<file path="src/rtl/mvm_result_packer_if.sv">
`default_nettype none
// ============================================================================
//  Module      : mvm_result_packer_if
//  Description : Stream bundle around the MVMA result packer. The upstream
//                result stream (s_*, data_in, ovf_in) and the downstream
//                vector port (m_*, data_out, ovf_out, ovf_count) are carried
//                together. The 'slave' modport is the packer's view. The
//                'master' modport is the surrounding environment's view.
//  Revision    : 1.0  initial release
// ============================================================================
interface mvm_result_packer_if #(
    parameter int K     = 3,
    parameter int WIDTH = 16
);
    logic                 s_valid;
    logic                 s_ready;
    logic [WIDTH-1:0]     data_in;
    logic                 ovf_in;
    logic                 m_valid;
    logic                 m_ready;
    logic [K*WIDTH-1:0]   data_out;
    logic [K-1:0]         ovf_out;
    logic [7:0]           ovf_count;

    modport slave (
        input  s_valid, data_in, ovf_in, m_ready,
        output s_ready, m_valid, data_out, ovf_out, ovf_count
    );

    modport master (
        output s_valid, data_in, ovf_in, m_ready,
        input  s_ready, m_valid, data_out, ovf_out, ovf_count
    );
endinterface
`default_nettype wire

</file>
<file path="src/rtl/mvm_result_packer.sv">
`default_nettype none
// ============================================================================
//  Module      : mvm_result_packer
//  Description : Groups every K serial MVMA results into one packed vector.
//                Completed vectors are queued in a DEPTH-entry FIFO and then
//                presented on a valid/ready port. Element 0 occupies the LSBs.
//                Optional macro MVM_PACK_SATURATE_EN replaces each overflowed
//                element with the saturated value of the correct sign.
//  Revision    : 1.0  initial release
// ============================================================================
module mvm_result_packer #(
    parameter int K        = 3,
    parameter int WIDTH    = 16,
    parameter int DEPTH    = 4,
    parameter int LOGDEPTH = 2
) (
    input  logic                  clk,
    input  logic                  reset,
    mvm_result_packer_if.slave    bus
);

    localparam int c_IDX_W = (K > 1) ? $clog2(K) : 1;

    // Row assembly state: slots 0..K-2 are buffered. The last element goes
    // straight into the FIFO together with the buffered slots.
    logic [c_IDX_W-1:0]   r_elem_idx;
    logic [WIDTH-1:0]     r_row_data [0:K-2];
    logic [K-2:0]         r_row_ovf;

    // Vector FIFO
    logic [K*WIDTH-1:0]   r_fifo_data [0:DEPTH-1];
    logic [K-1:0]         r_fifo_ovf  [0:DEPTH-1];
    logic [LOGDEPTH-1:0]  r_wr_ptr;
    logic [LOGDEPTH-1:0]  r_rd_ptr;
    logic [LOGDEPTH:0]    r_count;
    logic [7:0]           r_ovf_count;

    logic                 w_full;
    logic                 w_empty;
    logic                 w_last;
    logic                 w_s_ready;
    logic                 w_accept;
    logic                 w_push;
    logic                 w_pop;
    logic [WIDTH-1:0]     w_elem;
    logic [K*WIDTH-1:0]   w_push_data;
    logic [K-1:0]         w_push_ovf;

    assign w_full    = (r_count == (LOGDEPTH+1)'(DEPTH));
    assign w_empty   = (r_count == '0);
    assign w_last    = (r_elem_idx == c_IDX_W'(K-1));
    // Only the row-completing element needs FIFO space; partial rows keep
    // flowing into the row buffer while the FIFO is full.
    assign w_s_ready = !(w_last && w_full);
    assign w_accept  = bus.s_valid && w_s_ready;
    assign w_push    = w_accept && w_last;
    assign w_pop     = !w_empty && bus.m_ready;

    // Element value to store: wrapped value, or the saturated value when enabled
    always_comb begin
        w_elem = bus.data_in;
`ifdef MVM_PACK_SATURATE_EN
        if (bus.ovf_in) begin
            // A negative wrapped result means the true value overflowed positive
            w_elem = bus.data_in[WIDTH-1] ? {1'b0, {(WIDTH-1){1'b1}}}
                                          : {1'b1, {(WIDTH-1){1'b0}}};
        end
`endif
    end

    // Completed row: buffered slots plus the element arriving this cycle
    always_comb begin
        w_push_data = '0;
        for (int i = 0; i < K-1; i++) begin
            w_push_data[i*WIDTH +: WIDTH] = r_row_data[i];
        end
        w_push_data[(K-1)*WIDTH +: WIDTH] = w_elem;
        w_push_ovf = {bus.ovf_in, r_row_ovf};
    end

    // Control state: element index, row buffer, FIFO pointers, occupancy, overflow counter
    always_ff @(posedge clk) begin
        if (reset) begin
            r_elem_idx  <= '0;
            r_row_ovf   <= '0;
            r_wr_ptr    <= '0;
            r_rd_ptr    <= '0;
            r_count     <= '0;
            r_ovf_count <= '0;
            for (int i = 0; i < K-1; i++) begin
                r_row_data[i] <= '0;
            end
        end else begin
            if (w_accept) begin
                if (w_last) begin
                    r_elem_idx <= '0;
                end else begin
                    r_elem_idx <= r_elem_idx + c_IDX_W'(1);
                    for (int i = 0; i < K-1; i++) begin
                        if (r_elem_idx == c_IDX_W'(i)) begin
                            r_row_data[i] <= w_elem;
                            r_row_ovf[i]  <= bus.ovf_in;
                        end
                    end
                end
            end

            if (w_push) begin
                r_wr_ptr <= r_wr_ptr + LOGDEPTH'(1);
            end
            if (w_pop) begin
                r_rd_ptr <= r_rd_ptr + LOGDEPTH'(1);
            end

            case ({w_push, w_pop})
                2'b10:   r_count <= r_count + (LOGDEPTH+1)'(1);
                2'b01:   r_count <= r_count - (LOGDEPTH+1)'(1);
                default: r_count <= r_count;
            endcase

            if (w_push && (|w_push_ovf) && (r_ovf_count != 8'hFF)) begin
                r_ovf_count <= r_ovf_count + 8'd1;
            end
        end
    end

    // FIFO storage; contents are qualified by the occupancy counter, so no reset
    always_ff @(posedge clk) begin
        if (w_push) begin
            r_fifo_data[r_wr_ptr] <= w_push_data;
            r_fifo_ovf[r_wr_ptr]  <= w_push_ovf;
        end
    end

    assign bus.s_ready   = w_s_ready;
    assign bus.m_valid   = !w_empty;
    assign bus.data_out  = r_fifo_data[r_rd_ptr];
    assign bus.ovf_out   = r_fifo_ovf[r_rd_ptr];
    assign bus.ovf_count = r_ovf_count;

endmodule
`default_nettype wire

</file>
<file path="src/flat_wrapper.sv">
// flat-port wrapper written by rule: the top's interface ports become plain ports
module mvm_result_packer_flat 
#(
    parameter int K        = 3,
    parameter int WIDTH    = 16,
    parameter int DEPTH    = 4,
    parameter int LOGDEPTH = 2
)
  (clk, reset, bus_s_valid, bus_data_in, bus_ovf_in, bus_m_ready, bus_s_ready, bus_m_valid, bus_data_out, bus_ovf_out, bus_ovf_count);
  mvm_result_packer_if #(.K(K), .WIDTH(WIDTH)) bus_i ();
  input  logic clk;
  input  logic reset;
  input wire logic [$bits(bus_i.s_valid)-1:0] bus_s_valid;
  input wire logic [$bits(bus_i.data_in)-1:0] bus_data_in;
  input wire logic [$bits(bus_i.ovf_in)-1:0] bus_ovf_in;
  input wire logic [$bits(bus_i.m_ready)-1:0] bus_m_ready;
  output wire logic [$bits(bus_i.s_ready)-1:0] bus_s_ready;
  output wire logic [$bits(bus_i.m_valid)-1:0] bus_m_valid;
  output wire logic [$bits(bus_i.data_out)-1:0] bus_data_out;
  output wire logic [$bits(bus_i.ovf_out)-1:0] bus_ovf_out;
  output wire logic [$bits(bus_i.ovf_count)-1:0] bus_ovf_count;
  assign bus_i.s_valid = bus_s_valid;
  assign bus_i.data_in = bus_data_in;
  assign bus_i.ovf_in = bus_ovf_in;
  assign bus_i.m_ready = bus_m_ready;
  assign bus_s_ready = bus_i.s_ready;
  assign bus_m_valid = bus_i.m_valid;
  assign bus_data_out = bus_i.data_out;
  assign bus_ovf_out = bus_i.ovf_out;
  assign bus_ovf_count = bus_i.ovf_count;
  mvm_result_packer #(.K(K), .WIDTH(WIDTH), .DEPTH(DEPTH), .LOGDEPTH(LOGDEPTH)) u_core (.clk(clk), .reset(reset), .bus(bus_i));
endmodule
</file>
<file path="config.mk">
export PLATFORM = sky130hd
export DESIGN_NAME = mvm_result_packer_flat
export DESIGN_NICKNAME = d
export VERILOG_FILES = /design/src/rtl/mvm_result_packer_if.sv /design/src/rtl/mvm_result_packer.sv /design/src/flat_wrapper.sv
export SDC_FILE = /design/constraint.sdc
export NUM_CORES = 1
export LEC_CHECK = 0
export CAP_MARGIN = 5
export CORE_ASPECT_RATIO = 0.7
export CORE_MARGIN = 5
export CORE_UTILIZATION = 35
export DETAILED_ROUTE_END_ITERATION = 7
export SLEW_MARGIN = 20
export SYNTH_ARGS = -nofsm -noshare
export SYNTH_HDL_FRONTEND = slang
export SYNTH_SLANG_ARGS = --single-unit
export TNS_END_PERCENT = 1
</file>
<file path="constraint.sdc">
create_clock -name clk -period 7.7 [get_ports clk]
set_clock_uncertainty 0.05 [all_clocks]
set_input_delay 1.925 -clock clk [delete_from_list [all_inputs] [get_ports clk]]
set_output_delay 1.925 -clock clk [all_outputs]
set_load 0.1 [all_outputs]
</file>
## Word level (Yosys, flattened, before mapping)

Memories as Yosys holds them, arrays and structs flattened. A register that Yosys moved wholly into a read port is not among the register bits.
Cells that the tools add are included.

- Multiplexer cells: 22
- $add $sub $neg: 6
- Bitwise operators: 3
- Reduce and logical (&&, ||, !) cells: 14
- Equality and inequality tests: 6

Operators by type and width:

| kind | count |
|---|---|
| $mux W16 | 2 |
| $mux W1 | 14 |
| $mux W2 | 5 |
| $add A8 B1 Y8 const B | 1 |
| $ne A8 B8 Y1 const B | 1 |
| $add A2 B1 Y2 const B | 3 |
| $logic_and A1 B1 Y1 | 6 |
| $pmux W3 S2 | 1 |
| $reduce_and A3 Y1 | 2 |
| $eq A2 B1 Y1 const B | 2 |
| $eq A2 B2 Y1 const B | 2 |
| $add A3 B1 Y3 const B | 1 |
| $eq A3 B3 Y1 const B | 1 |
| $logic_not A3 Y1 | 1 |
| $reduce_or A3 Y1 | 1 |
| $sub A3 B1 Y3 const B | 1 |
| $logic_not A1 Y1 | 2 |
| $logic_not A2 Y1 | 1 |
| $or A1 B1 Y1 | 2 |
| $reduce_bool A2 Y1 | 1 |
| $not A1 Y1 | 1 |

- Memories: 3
- Logic and storage cells: 61
- RAM bits: 236
- Bits of input ports: 21
- Flip-flop bits (word level): 19
- Output and inout port bits: 61

Memories:

| memory | words | bits a word | read ports | clocked after memory_dff | write ports | RTL line | text |
|---|---|---|---|---|---|---|---|
| u_core.r_fifo_data | 4 | 48 | 1 | 1 | 1 | mvm_result_packer.sv:31 | `logic [K*WIDTH-1:0] r_fifo_data [0:DEPTH-1];` |
| u_core.r_row_data | 2 | 16 | 2 | 0 | 2 | mvm_result_packer.sv:27 | `logic [WIDTH-1:0] r_row_data [0:K-2];` |
| u_core.r_fifo_ovf | 4 | 3 | 1 | 1 | 1 | mvm_result_packer.sv:32 | `logic [K-1:0] r_fifo_ovf [0:DEPTH-1];` |

## Logic depth before layout (Yosys ltp)

Gate-level depths: netlist of the first run.

- Depth after elaboration: 8
- Depth in mapped cells: 10
- Gate-level depth less buffers: 9

## Worst setup path before layout of the first run

OpenSTA, ideal clock, no wires.

- Path type: input-to-reg
- From: input bus_s_valid
- To: memory u_core.r_fifo_data[0][0] (netlist bit) (enable)
- Slack: 3.690 ns
- Path buffers: 1
- Arrival time: 3.546 ns
- Setup time: 0.414 ns
- Data required time: 7.236 ns
- Stages on the path: 3
- Path through: and3_2 > clkbuf_1 > and2_1

- Longest elaborated chain between the ends: 4

RTL lines:

| item | RTL line | text |
|---|---|---|
| from (decl) | flat_wrapper.sv:13 | `input wire logic [$bits(bus_i.s_valid)-1:0] bus_s_valid;` |
| $logic_and A1 B1 Y1 | mvm_result_packer.sv:55 | `assign w_accept = bus.s_valid && w_s_ready;` |
| $logic_and A1 B1 Y1 | mvm_result_packer.sv:56 | `assign w_push = w_accept && w_last;` |
| $mux W1 | mvm_result_packer.sv:129 | `if (w_push) begin` |
| $mux W1 (not written as such) | mvm_result_packer.sv:130 | `r_fifo_data[r_wr_ptr] <= w_push_data;` |
| to (decl) | mvm_result_packer.sv:31 |  |

No other way between the ends.

==> impl_metrics.tcl, run 1 <==
set metrics [dict create \
    outcome "finished clean" \
    maxSlewHeadroom_pct 25.1 \
    vdd_ir_drop_max_uv 140 \
    reg2regPathDepth 9 \
    syn_area_um2 9490 \
    cts_root_buffer "clkbuf_16" \
    min_to "u_core.r_elem_idx[1]" \
    holdBufCountCts 0 \
    grt_pass1_wl_um 28100 \
    r2r_end "u_core.r_count[2]" \
    rrSetupSlack_ps 5160 \
    cts_resized 0 \
    period_minus_slack_ps 5380 \
    internal-power_mw 2.26 \
    synth_ff_type "edfxtp_1" \
    min_from "u_core.r_elem_idx[1]" \
    tightest_slew_ps 1120 \
    final_core_util_pct 43.0 \
    drtAntennaViolNets 0 \
    cp.arrival_ps 3400 \
    syn_area_per_cell_um2 21.6 \
    synth_top_area_share_pct 74.7 \
    power.density_nw_per_um2 250 \
    synth_edf_count 236 \
    placedCellCount 874 \
    dieArea_um2 30600 \
    syn_nets 467 \
    antenna_found_initial 1 \
    post-route-drc-count 0 \
    synthArstFlopShare_pct 0 \
    drive_above_1_share_pct 19.5 \
    fin_crit_sh_pct 69.8 \
    grt_max_degree 52 \
    grtUsageTotal_pct 12.0 \
    overflow 0 \
    io_pins 82 \
    synth.yosys.seq_area_share_pct 79.1 \
    postCtsSetupBuffers 0 \
    die_h_um 148 \
    die_x_um 207 \
    cts.sinks 257 \
    wl_um 18000 \
    fillers 2282 \
    synthCells 439 \
    p_sw_mw 0.618 \
    hp-class "register to register" \
    timing.max_cap.violations 0 \
    slew_violations 0 \
    fin_nets 564 \
    ys_seq_elements 257 \
    cts_tree "done" \
    dp_hpwl_um 10700 \
    viasPerCell 4.75 \
    hold_depth 2 \
    first_iter_violations 211 \
    worst_setup_path_start_kind "register" \
    synthTopCellsByArea "edfxtp_1 (75%), mux4_2 (12%), dfxtp_1 (4.4%), and2_1 (1.3%), ha_1 (0.79%)" \
    synth_cell_types 38 \
    swShare_pct 21.5 \
    seqPwrFrac_pct 54.6 \
    critPathKind "register to primary output" \
    end_kind "primary output" \
    clkPwrFrac_pct 38.9 \
    gp_congestion 0.706 \
    coreArea_um2 26700 \
    initial_core_util_pct 35.5 \
    fin_cells 913 \
    rows 50 \
    r2r-start "u_core.r_count[2]" \
    synth_warnings 0 \
    htree_num_levels 1 \
    cts_buffer_depth 3 \
    grt_setup_unrepaired "false" \
    first_pass_iters 4 \
    leakage_nw 3.59 \
    routed-via-count 4340 \
    area_growth_pct 21.0 \
    grt_pass1_vias 4649 \
    crit_fanout 26 \
    setup_viol 0 \
    n_antenna_cell 0 \
    synth_top_area_cell "edfxtp_1" \
    p_comb_share_pct 6.4 \
    fmax_ghz 0.186 \
    clk-insertion-delay-late_ps 500 \
    setup_tns_ps 0 \
    numCtsBuffers 24 \
    io_buffers 81 \
    required_ps 5730 \
    cts.clk_slew.worst_paths_ps 60 \
    hold_viol_final 0 \
    post_drt_wl_per_cell_um 19.7 \
]
[per-layer routing]
metal  up-vias  share of wire (%)  global-route usage [%]
li1       1967                  -                       -
met1      2273                 46                    16.8
met2        74                 47                    19.0
met3        24                5.0                    3.14
met4         2                1.6                    2.41
met5         -              0.072                       0
[state kept, by name, summed over array words and instances, names as in the netlist, named ones only]
name                  cells
u_core.bus.ovf_count      8
u_core.r_rd_ptr           2
u_core.r_fifo_data      192
u_core.r_count            3
u_core.r_wr_ptr           2
u_core.r_row_ovf          2
u_core.r_fifo_ovf        12
u_core.r_row_data        32
u_core.r_elem_idx         2
[kinds of logic after synthesis]
group                      after synthesis  share of synthesized area (%)
AOI/OAI and AO/OA                       19                           1.17
xor gates and xnor gates                 5                          0.462
muxes                                   56                           12.7
DFF                                    257                           79.1
buffers and inverters                   26                           1.21
adders and majority gates                7                           1.00
and+or+nand+nor                         69                           4.37
[placed cells by master (no fill, tap or decap), types with 6 or more instances in the layout]
cell             instances
and2_1                  16
clkinv_1                 6
clkbuf_16               25
dfxtp_1                 19
ha_1                     6
edfxtp_1               236
clkdlybuf4s50_1         81
inv_1                    8
nor2_1                  15
buf_4                    8
mux4_2                  51
a21oi_1                 10
[worst max-delay path by stage]
stage,depth (start not counted),to,slack [ps],startpoint
2_1_floorplan,3,u_core.r_fifo_data[0][0],3690,bus_s_valid
3_3_place_gp,3,bus_data_out[5],2740,register
3_5_place_dp,3,bus_data_out[21],2730,register
4_1_cts,3,bus_data_out[21],2180,register
5_1_grt,3,bus_data_out[21],2060,register
6_report,3,bus_data_out[21],2320,register
[critical path: stages (launching register included)]
cell and delay, ps:
dfxtp_4 700, buf_4 560, mux4_2 620, clkdlybuf4s50_1 990
[cell type report]
class	count	area, um2	area share [%]
flip-flops and latches	257	7510	65.4
multi-input cells	156	1870	16.3
repair buffers	89	871	7.58
clock buffers	28	637	5.55
well taps	364	455	3.97
clock inverters	11	104	0.904
inverters	8	30.0	0.262
[cell usage after synthesis (2+ instances only)]
cell type  instances
and2b_2            2
clkbuf_1          11
nand3_1            4
nand2b_1           4
edfxtp_1         236
mux2i_1            3
dfxtp_1           21
mux2_1             2
inv_1              8
mux4_2            51
xnor2_1            2
buf_2              5
o21ai_0            4
nand2_1            5
o31ai_1            3
or4_1              3
xor2_1             3
nor4_1             2
a21oi_1           10
nor2_1            15
ha_1               6
and2_1            20
or3_1              4
[per-stage QoR]
| step | hold slack (ps) | area (um2) | total power, mW | setup slack [ps] |
|---|---|---|---|---|
| 3_5_place_dp | 432 | 10700 | 1.79 | 2730 |
| 4_1_cts | 443 | 11500 | 2.91 | 2180 |
| 3_3_place_gp | 409 | 10700 | 1.78 | 2740 |
| 5_1_grt | 454 | 11500 | 2.98 | 2060 |
| 6_report | 435 | 11500 | 2.88 | 2320 |
| 2_1_floorplan | 397 | 9490 | 1.73 | 3690 |
[power by group through the flow]
stage          registers, mW  clock network [mW]  logic, mW
3_3_place_gp            1.60                   0      0.185
5_1_grt                 1.57                1.21      0.193
2_1_floorplan           1.59                   0      0.136
3_5_place_dp            1.60                   0      0.187
4_1_cts                 1.57                1.15      0.188
6_report                1.57                1.12      0.184
Note: power is estimated with default switching activity, not from simulation.
==> run 2: changes to the inputs <==
==> constraint.sdc (replaced) <==
create_clock -name clk -period 4.8 [get_ports clk]
set_clock_uncertainty 0.05 [all_clocks]
set_input_delay 1.2 -clock clk [delete_from_list [all_inputs] [get_ports clk]]
set_output_delay 1.2 -clock clk [all_outputs]
set_load 0.1 [all_outputs]
==> run 2 against run 1 <==
Against the previous run:
- utilization grew 0.84 points
- final cell count grew 0.99%
- first-iteration DRC count grew 12%
- global-route usage grew 0.095 points
- non-clock buffer count grew 2
- highest routed layer is now met4
- clock-buffer cell count grew 1
- critical path depth is the same
- via count grew 0.58%
- hold slack gained 13 ps
- die area is the same
- cell area grew 1.9%
==> impl_metrics.tcl, run 2 (synthesis gave the netlist of run 1 again) <==
set metrics [dict create \
    holdWs_ps 448 \
    r2r_end "u_core.r_count[2]" \
    rrSetupSlack_ps 2260 \
    reg_top3 "u_core.r_fifo_data x192, u_core.r_row_data x32, u_core.r_fifo_ovf x12" \
    io_pins 82 \
    drive_above_1_share_pct 21.7 \
    first_pass_iters 6 \
    largest_reg_flops 192 \
    post-route-drc-count 0 \
    dieArea_um2 30600 \
    fin_cells 922 \
    setup_tns_ps 0 \
    gp_congestion 0.736 \
    crit_fanout 20 \
    cp.arrival_ps 3040 \
    routed-via-count 4365 \
    final_core_util_pct 43.8 \
    min_from "u_core.r_row_data[0][0]" \
    cts_resized 0 \
    holdBufCountCts 0 \
    cts_tree "done" \
    io_buffers 81 \
    placedCellCount 876 \
    grtUsageTotal_pct 12.0 \
    die_x_um 207 \
    viasPerCell 4.73 \
    timing.final.ws_setup_ps 513 \
    outcome "finished clean" \
    hold_viol_final 0 \
    timing.max_cap.violations 0 \
    reg2regPathDepth 9 \
    fin_nets 568 \
    grt_max_degree 46 \
    worst_setup_path_start_kind "register" \
    overflow 0 \
    critPathKind "register to primary output" \
    initial_core_util_pct 35.5 \
    fmax_ghz 0.233 \
    leakage_nw 3.69 \
    vdd_ir_drop_max_uv 310 \
    power.density_nw_per_um2 419 \
    slew_violations 0 \
    min_to "u_core.r_fifo_data[0][0]" \
    grt_pass1_vias 4790 \
    cts_root_buffer "clkbuf_16" \
    clk-insertion-delay-late_ps 520 \
    hold_depth 0 \
    grt_pass1_wl_um 28400 \
    grt_setup_unrepaired "false" \
    layout_commonest_cell "edfxtp_1" \
    dp_hpwl_um 11100 \
    cts.sinks 257 \
    rows 50 \
    r2r-start "u_core.r_count[2]" \
    regMostFlops "u_core.r_fifo_data" \
    fin_crit_sh_pct 89.3 \
    htree_num_levels 1 \
    final_cell_mix "edfxtp_1 (236), clkdlybuf4s50_1 (76), mux4_2 (51), clkbuf_16 (26), dfxtp_1 (19)" \
    drtAntennaViolNets 0 \
    first_iter_violations 237 \
    antenna_found_initial 0 \
    end_kind "primary output" \
    cts_buffer_depth 3 \
    hp-class "register to register" \
    pre_cts_ws_ps 970 \
    setup_viol 0 \
    die_h_um 148 \
    coreArea_um2 26700 \
    n_antenna_cell 0 \
    period_minus_slack_ps 4290 \
    area_growth_pct 23.4 \
    tightest_slew_ps 1060 \
    wl_um 18100 \
    numCtsBuffers 26 \
    postCtsSetupBuffers 0 \
    cts.clk_slew.worst_paths_ps 60 \
    maxSlewHeadroom_pct 28.9 \
    post_drt_wl_per_cell_um 19.6 \
    required_ps 3550 \
]
run 2: worst max-delay path, stage by stage, from the launching register on:
cell	delay (ps)
dfxtp_4	600
buf_4	370
mux4_2	550
clkdlybuf4s50_1	980
run 2: layout make-up:
| class | instances | area (um2) |
|---|---|---|
| Clock buffer | 29 | 662 |
| Clock inverter | 17 | 240 |
| Fill cell | 2287 | 15000 |
| Inverter | 8 | 30.0 |
| Timing Repair Buffer | 91 | 936 |
| Sequential cell | 257 | 7510 |
| Tap cell | 364 | 455 |
| Multi-Input combinational cell | 156 | 1870 |
run 2: how the worst max path moves through the flow:
| stage | end | start |
|---|---|---|
| detailed placement | bus_data_out[28] | register |
| CTS | bus_data_out[28] | register |
| floorplan | u_core.r_fifo_data[0][0] | bus_s_valid |
| finish | bus_data_out[28] | register |
| global route | bus_data_out[9] | register |
| global placement | bus_data_out[29] | register |
run 2: per-layer routing:
metal,vias up,wire [um],track usage [%]
li1,1981,-,-
met2,93,8630,19.4
met5,-,0,0
met3,21,1210,3.46
met4,0,266,2.15
met1,2270,7960,16.7
run 2: through the flow:
stage                     instance area, um2  total power [mW]
after global placement                 10800              2.86
after detailed placement               10800              2.87
final                                  11700              4.91
after floorplan                         9490              2.77
after global routing                   11700              5.09
after CTS                              11700              4.98
run 2: power breakdown:
part	switching, mW	leakage [nW]	internal (mW)
sequential	0.0309	2.36	2.49
clock	0.821	0.433	1.27
combinational	0.210	0.900	0.0884
